==> config.mk <==
export PLATFORM = sky130hd
export DESIGN_NAME = ifetch48
export DESIGN_NICKNAME = d
export VERILOG_FILES = /design/src/rtl/ifetch48_pkg.sv /design/src/rtl/ifetch48_ifq_fifo.sv /design/src/rtl/ifetch48.sv
export SDC_FILE = /design/constraint.sdc
export NUM_CORES = 1
export LEC_CHECK = 0
export ABC_AREA = 1
export CORE_MARGIN = 4
export CORE_UTILIZATION = 35
export CTS_BUF_LIST = sky130_fd_sc_hd__clkbuf_16
export CTS_CLUSTER_SIZE = 28
export DETAILED_ROUTE_END_ITERATION = 10
export PLACE_DENSITY = 0.6
export SLEW_MARGIN = 20
export SYNTH_ARGS = -nofsm -noshare
export SYNTH_HDL_FRONTEND = slang
export SYNTH_SLANG_ARGS = --single-unit
==> constraint.sdc <==
create_clock -name clk -period 4.6 [get_ports clk]
set_clock_uncertainty 0.05 [all_clocks]
set_input_delay 0.92 -clock clk [delete_from_list [all_inputs] [get_ports clk]]
set_output_delay 0.92 -clock clk [all_outputs]
set_load 0.005 [all_outputs]
==> src/rtl/ifetch48_pkg.sv <==
// Shared constants and types for the 48-bit instruction fetch unit:
// instruction/memory widths, bubble encoding, word placement and phase states.
package ifetch48_pkg;

  localparam int INSTR_W = 48;
  localparam int IM_W    = 16;

  // Bubble is LLB R0,#0, which encodes as all zeros.
  localparam logic [INSTR_W-1:0] NOP_ENC = 48'h0;

  // Bit positions of the three IM words inside an instruction, in fetch order.
  localparam int HI_LSB  = 32;
  localparam int MID_LSB = 16;
  localparam int LO_LSB  = 0;

  typedef enum logic [1:0] {
    IDLE0 = 2'd0,
    W1    = 2'd1,
    W2    = 2'd2
  } phase_e;

  function automatic logic [INSTR_W-1:0] assemble(input logic [IM_W-1:0] hi,
                                                  input logic [IM_W-1:0] mid,
                                                  input logic [IM_W-1:0] lo);
    logic [INSTR_W-1:0] w;
    w                   = '0;
    w[HI_LSB  +: IM_W]  = hi;
    w[MID_LSB +: IM_W]  = mid;
    w[LO_LSB  +: IM_W]  = lo;
    return w;
  endfunction

endpackage

==> src/rtl/ifetch48_ifq_fifo.sv <==
// Prefetch queue: DEPTH entries of W bits, wrap-around pointers plus an
// occupancy count. Flush beats push and pop.
module ifq_fifo #(
  parameter int  DEPTH = 2,
  parameter int  W     = 64,
  localparam int PTR_W = $clog2(DEPTH),
  localparam int CNT_W = $clog2(DEPTH) + 1
) (
  input  logic             clk,
  input  logic             rst_n,
  input  logic             push_i,
  input  logic             pop_i,
  input  logic             flush_i,
  input  logic [W-1:0]     wdata_i,
  output logic [W-1:0]     head_o,
  output logic [CNT_W-1:0] count_o,
  output logic             full_o,
  output logic             empty_o
);

  logic [W-1:0]     mem_q [DEPTH];
  logic [PTR_W-1:0] wr_ptr_q, rd_ptr_q;
  logic [CNT_W-1:0] count_q;

  // NOTE: storage has no reset; entries are only observable once count_q says
  // they were written, so resetting them would buy nothing.
  always_ff @(posedge clk) begin
    if (push_i && !flush_i) mem_q[wr_ptr_q] <= wdata_i;
  end

  always_ff @(posedge clk or negedge rst_n) begin
    if (!rst_n) begin
      wr_ptr_q <= '0;
      rd_ptr_q <= '0;
      count_q  <= '0;
    end else if (flush_i) begin
      wr_ptr_q <= '0;
      rd_ptr_q <= '0;
      count_q  <= '0;
    end else begin
      if (push_i) wr_ptr_q <= wr_ptr_q + PTR_W'(1);
      if (pop_i)  rd_ptr_q <= rd_ptr_q + PTR_W'(1);
      count_q <= count_q + CNT_W'(push_i) - CNT_W'(pop_i);
    end
  end

  assign head_o  = mem_q[rd_ptr_q];
  assign count_o = count_q;
  assign full_o  = (count_q == CNT_W'(DEPTH));
  assign empty_o = (count_q == '0);

endmodule

==> src/rtl/ifetch48.sv <==
// Instruction fetch: reads 16-bit IM words, assembles 48-bit instructions,
// queues them and presents the head to decode with stall/redirect handling.
module ifetch48
  import ifetch48_pkg::*;
#(
  parameter int                 PC_W      = 16,
  parameter int                 QDEPTH    = 2,
  parameter logic [INSTR_W-1:0] NOP_INSTR = NOP_ENC
) (
  input  logic               clk,
  input  logic               rst_n,
  input  logic               stall_IM_ID,
  input  logic               flow_change_ID_EX,
  input  logic [PC_W-1:0]    dst_ID_EX,
  input  logic [IM_W-1:0]    im_rd_data,
  output logic               im_re,
  output logic [PC_W-1:0]    im_addr,
  output logic [INSTR_W-1:0] instr,
  output logic               instr_vld,
  output logic [PC_W-1:0]    nxt_pc
);

  localparam int CNT_W = $clog2(QDEPTH) + 1;
  localparam int ENT_W = INSTR_W + PC_W;

  phase_e            phase_q;
  logic [PC_W-1:0]   pc_q, pc_d, rd_addr_q, push_pc;
  logic [1:0]        iss_ph_q, iss_ph_d;
  logic              inflight_q, capture, asm_busy;
  logic [IM_W-1:0]   asm_hi_q, asm_mid_q;
  logic [CNT_W:0]    occ;

  logic              q_push, q_pop, q_full, q_empty;
  logic [CNT_W-1:0]  q_count;
  logic [ENT_W-1:0]  q_head, q_wdata;

  // An unfinished instruction reserves one queue slot; its remaining words may
  // always issue, but a new instruction only starts when a slot is free.
  assign asm_busy = (phase_q != IDLE0) || inflight_q;
  assign occ      = {1'b0, q_count} + {{CNT_W{1'b0}}, asm_busy};
  assign im_re    = rst_n && !flow_change_ID_EX && !q_full &&
                    ((iss_ph_q != 2'd0) || (occ < (CNT_W+1)'(QDEPTH)));
  assign im_addr  = pc_q;

  assign capture  = inflight_q && !flow_change_ID_EX;
  assign q_push   = capture && (phase_q == W2);
  assign push_pc  = rd_addr_q + PC_W'(1);
  assign q_wdata  = {assemble(asm_hi_q, asm_mid_q, im_rd_data), push_pc};
  assign q_pop    = !q_empty && !stall_IM_ID && !flow_change_ID_EX;

  always_comb begin
    // NOTE: defaults first so every path assigns both outputs; no latch.
    pc_d     = pc_q;
    iss_ph_d = iss_ph_q;
    if (flow_change_ID_EX) begin
      pc_d     = dst_ID_EX;
      iss_ph_d = 2'd0;
    end else if (im_re) begin
      pc_d     = pc_q + PC_W'(1);
      iss_ph_d = (iss_ph_q == 2'd2) ? 2'd0 : iss_ph_q + 2'd1;
    end
  end

  always_ff @(posedge clk or negedge rst_n) begin
    if (!rst_n) begin
      pc_q       <= '0;
      iss_ph_q   <= '0;
      rd_addr_q  <= '0;
      inflight_q <= 1'b0;
      asm_hi_q   <= '0;
      asm_mid_q  <= '0;
    end else begin
      // NOTE: non-blocking so every register samples pre-edge values.
      pc_q       <= pc_d;
      iss_ph_q   <= iss_ph_d;
      inflight_q <= im_re;
      if (im_re) rd_addr_q <= pc_q;
      if (capture && phase_q == IDLE0) asm_hi_q  <= im_rd_data;
      if (capture && phase_q == W1)    asm_mid_q <= im_rd_data;
    end
  end

  always_ff @(posedge clk or negedge rst_n) begin
    if (!rst_n) begin
      phase_q <= IDLE0;
    end else if (flow_change_ID_EX) begin
      phase_q <= IDLE0;
    end else if (capture) begin
      case (phase_q)
        IDLE0:   phase_q <= W1;
        W1:      phase_q <= W2;
        default: phase_q <= IDLE0;
      endcase
    end
  end

  ifq_fifo #(
    .DEPTH (QDEPTH),
    .W     (ENT_W)
  ) u_ifq (
    .clk     (clk),
    .rst_n   (rst_n),
    .push_i  (q_push),
    .pop_i   (q_pop),
    .flush_i (flow_change_ID_EX),
    .wdata_i (q_wdata),
    .head_o  (q_head),
    .count_o (q_count),
    .full_o  (q_full),
    .empty_o (q_empty)
  );

  assign instr_vld = !q_empty;
  assign instr     = q_empty ? NOP_INSTR : q_head[ENT_W-1 -: INSTR_W];
  assign nxt_pc    = q_empty ? '0 : q_head[PC_W-1:0];

endmodule

==> run_results.csv <==
group,metric,value,unit
status,status,"complete, no violations",
yosys,yosysMostFrequentCell,"nand2_1",
cts,cts_tree,"done",
detailed_routing,drt_pass1_iterations,5,
detailed_routing,drc,0,
placed_design,place_congestion,0.771,
sta,finalHoldViolations,0,
cts,post_cts_resized,0,
yosys,async_flop_share,36.3,%
yosys,synth.distinct_cells,34,
sta,setup_slack,932,ps
cts,postCtsSetupBuffers,0,
hold_path,hold_depth,0,
worst_setup_path,crit_fanout,48,
cts,clock_latency,480,ps
worst_setup_path,path_cells,"nor2_4 > buf_4 > a21oi_1 > clkdlybuf4s50_1",
worst_setup_path,r2r_setup_slack,1880,ps
power_and_ir_drop,p_per_area,395,mW/mm²
yosys,synth-edff-count,128,
cts,cts_hold_buf,0,
yosys,syn-num-nets,842,
global_routing,antenna_found_initial,0,
worst_setup_path,required,3630,ps
yosys,yosys_warnings,0,
worst_setup_path,reg2regPathDepth,9,
final_layout,fillers,2222,
sta,period_share,79.7,%
floorplanning,fp.dieW,164,µm
power_and_ir_drop,intPower,0.00321,W
worst_setup_path,path_class,"register to output pin",
worst_setup_path,worstSetupStartpoint,"u_ifq.count_o[1]",
power_and_ir_drop,power_frac_seq,53.1,%
floorplanning,io_pins,118,
global_routing,grt.overflow.total,0,
sta,slew_violations,0,
worst_setup_path,slowest_delay,570,ps
power_and_ir_drop,peakVddDrop,0.000201,V
sta,fin_crit,3670,ps
sta,worst_pin_slew,958,ps
sta,timing.fmax,273,MHz
hold_path,holdCritStartpoint,"asm_mid_q[0]",
worst_setup_path,cp-start-kind,"register",
worst_setup_path,reg2reg_from,"u_ifq.count_o[1]",
placed_design,dp_hpwl,13.0,mm
power_and_ir_drop,p_clk_share,38.1,%
detailed_routing,drtIter0Drc,441,
yosys,ys_ff_latch,201,
worst_setup_path,critical_path.slowest_cell,"buf_4",
floorplanning,die-area,0.0268,mm²
power_and_ir_drop,sw_frac_of_total,23.6,%
power_and_ir_drop,combPwrFrac,8.9,%
yosys,ys_seq_area_share,67.0,%
sta,rsz0062_at_grt,"no",
yosys,synth_area,0.00847,mm²
global_routing,grt.total_usage,14.8,%
global_routing,grt_max_degree,75,
detailed_routing,antenna_left,0,
job,maxCapViolations,0,
worst_setup_path,end_kind,"output pin",
global_routing,grt_pass1_vias,5786,
yosys,synthTopCellsByArea,"edfxtp_1, dfrtp_1, nand2_1, a21oi_1, inv_1",
placed_design,port_buffers,117,
yosys,yosysTopAreaCellShare,45.4,%
floorplanning,initial_core_util,35.9,%
worst_setup_path,arrival,2700,ps
cts,cts_made_buffers,21,
hold_path,hp-class,"register to register",
cts,cts_root_buffer,"clkbuf_16",
yosys,postSynthAreaPerCell,10.6,µm²
yosys,yosysTopAreaCell,"edfxtp_1",
yosys,synthTopCellsByCount,"nand2_1, edfxtp_1, dfrtp_1, a21oi_1, inv_1",
detailed_routing,routed_wl,19.8,mm
detailed_routing,vias,5866,
floorplanning,die_h,164,µm
power_and_ir_drop,p_sw,0.000991,W
cts,cts_sinks,201,
cts,htreeDepth,1,
yosys,synth_flop_cell,"edfxtp_1",
hold_path,whs_endpoint,"u_ifq.mem_q[1][32]",
power_and_ir_drop,leakage,4.24,nW
final_layout,n_antenna_cell,0,
placed_design,dp_slack,1140,ps
detailed_routing,routedWlPerCell,15.8,µm
global_routing,grt_pass1_wl,31.6,mm
final_layout,nets,958,
cts,clkTransAtPathRegs,60,ps
final_layout,syn2layout_area_growth,25.6,%
detailed_routing,avgViaCountPerCell,4.69,
yosys,synth_cells,802,
worst_setup_path,r2r-end,"u_ifq.count_o[1]",
floorplanning,core,0.0236,mm²
cts,clockBufferDepth,3,
sta,finalSetupViolations,0,
final_layout,drive_above_1_share,7.51,%
sta,maxSlewHeadroom,36.0,%
sta,tns,0,ps
floorplanning,rows,56,
-- routing by layer --
layer,global-route usage [%],up-vias,share of wire [%]
li1,-,2923,-
met1,20.3,2778,43
met2,24.6,139,49
met3,2.78,26,5.7
met4,3.51,0,1.6
met5,0,-,0
-- power groups by stage --
stage               combinational, W  sequential [W]  clock [W]
floorplan                   0.000222         0.00222          0
global placement            0.000366         0.00226          0
detailed placement          0.000376         0.00226          0
CTS                         0.000379         0.00223    0.00164
global route                0.000432         0.00225    0.00171
finish                      0.000373         0.00223    0.00160
-- cells in the final DEF, fill, tap and decap left out, drive strengths merged --
cell type	synthesis	routed
a21boi	2	2
a21oi	69	69
a22oi	2	2
buf	17	12
bufinv	0	2
clkbuf	18	21
clkdlybuf4s50	0	116
clkinv	0	11
clkinvlp	0	1
dfrtp	73	73
edfxtp	128	128
ha	4	4
inv	61	63
nand2	265	265
nand3	48	48
nand3b	1	1
nand4	8	8
nor2	28	28
nor3	5	5
o21ai	54	54
o21bai	3	3
or2	1	1
xnor2	4	4
xor2	11	11
-- through the flow --
step                      instances  area, µm²  power (W)  util [%]  hold WS (ps)
final                          1251      10600    0.00420      45.1           414
after CTS                      1251      10600    0.00425      45.0           415
after global placement         1214       9980    0.00262      42.3           400
after floorplan                 802       8470    0.00244         -           392
after global routing           1251      10600    0.00439      45.1           431
after detailed placement       1214       9980    0.00264      42.3           401
-- worst max path at each step --
stage,end,cells after the start
2_1_floorplan,u_ifq.mem_q[0][0],3
3_3_place_gp,im_re,6
3_5_place_dp,im_re,6
4_1_cts,instr[23],4
5_1_grt,instr[28],4
6_report,instr[0],4
-- area by class of cell --
cell class / instances / area, µm² / share of cell area [%]
repair buffers: 128 / 1270 / 11.9
clock inverters: 16 / 123 / 1.15
well taps: 319 / 399 / 3.75
clock buffers: 21 / 526 / 4.94
inverters: 61 / 229 / 2.15
flip-flops and latches: 201 / 5670 / 53.3
multi-input cells: 505 / 2420 / 22.8
-- worst max-delay path, delay by kind of cell, from the launching register on --
| family | cells | cell delay (ps) |
|---|---|---|
| simple gates | 1 | 470 |
| buf+inv | 2 | 1060 |
| compound gates | 1 | 170 |
| flops | 1 | 470 |
-- flip-flops by register name (all words and copies together) (netlist names) --
name and flops:
u_ifq.mem_q 128, asm_hi_q 16, asm_mid_q 16, im_addr 16, rd_addr_q 16, iss_ph_q 2, phase_q 2, u_ifq.count_o 2
inflight_q 1, u_ifq.rd_ptr_q 1, u_ifq.wr_ptr_q 1
-- cell families (layout without fill, tap and decap cells) --
group | after synthesis | in the layout | share of synthesized area, %
fa+ha+maj | 4 | 4 | 0.591
compound gates | 130 | 130 | 8.13
simple gates | 356 | 356 | 18.0
flops | 201 | 201 | 67.0
xor+xnor | 15 | 15 | 1.55
buf+inv | 96 | 226 | 4.74
No activity file was read; power rests on OpenSTA's default activity.
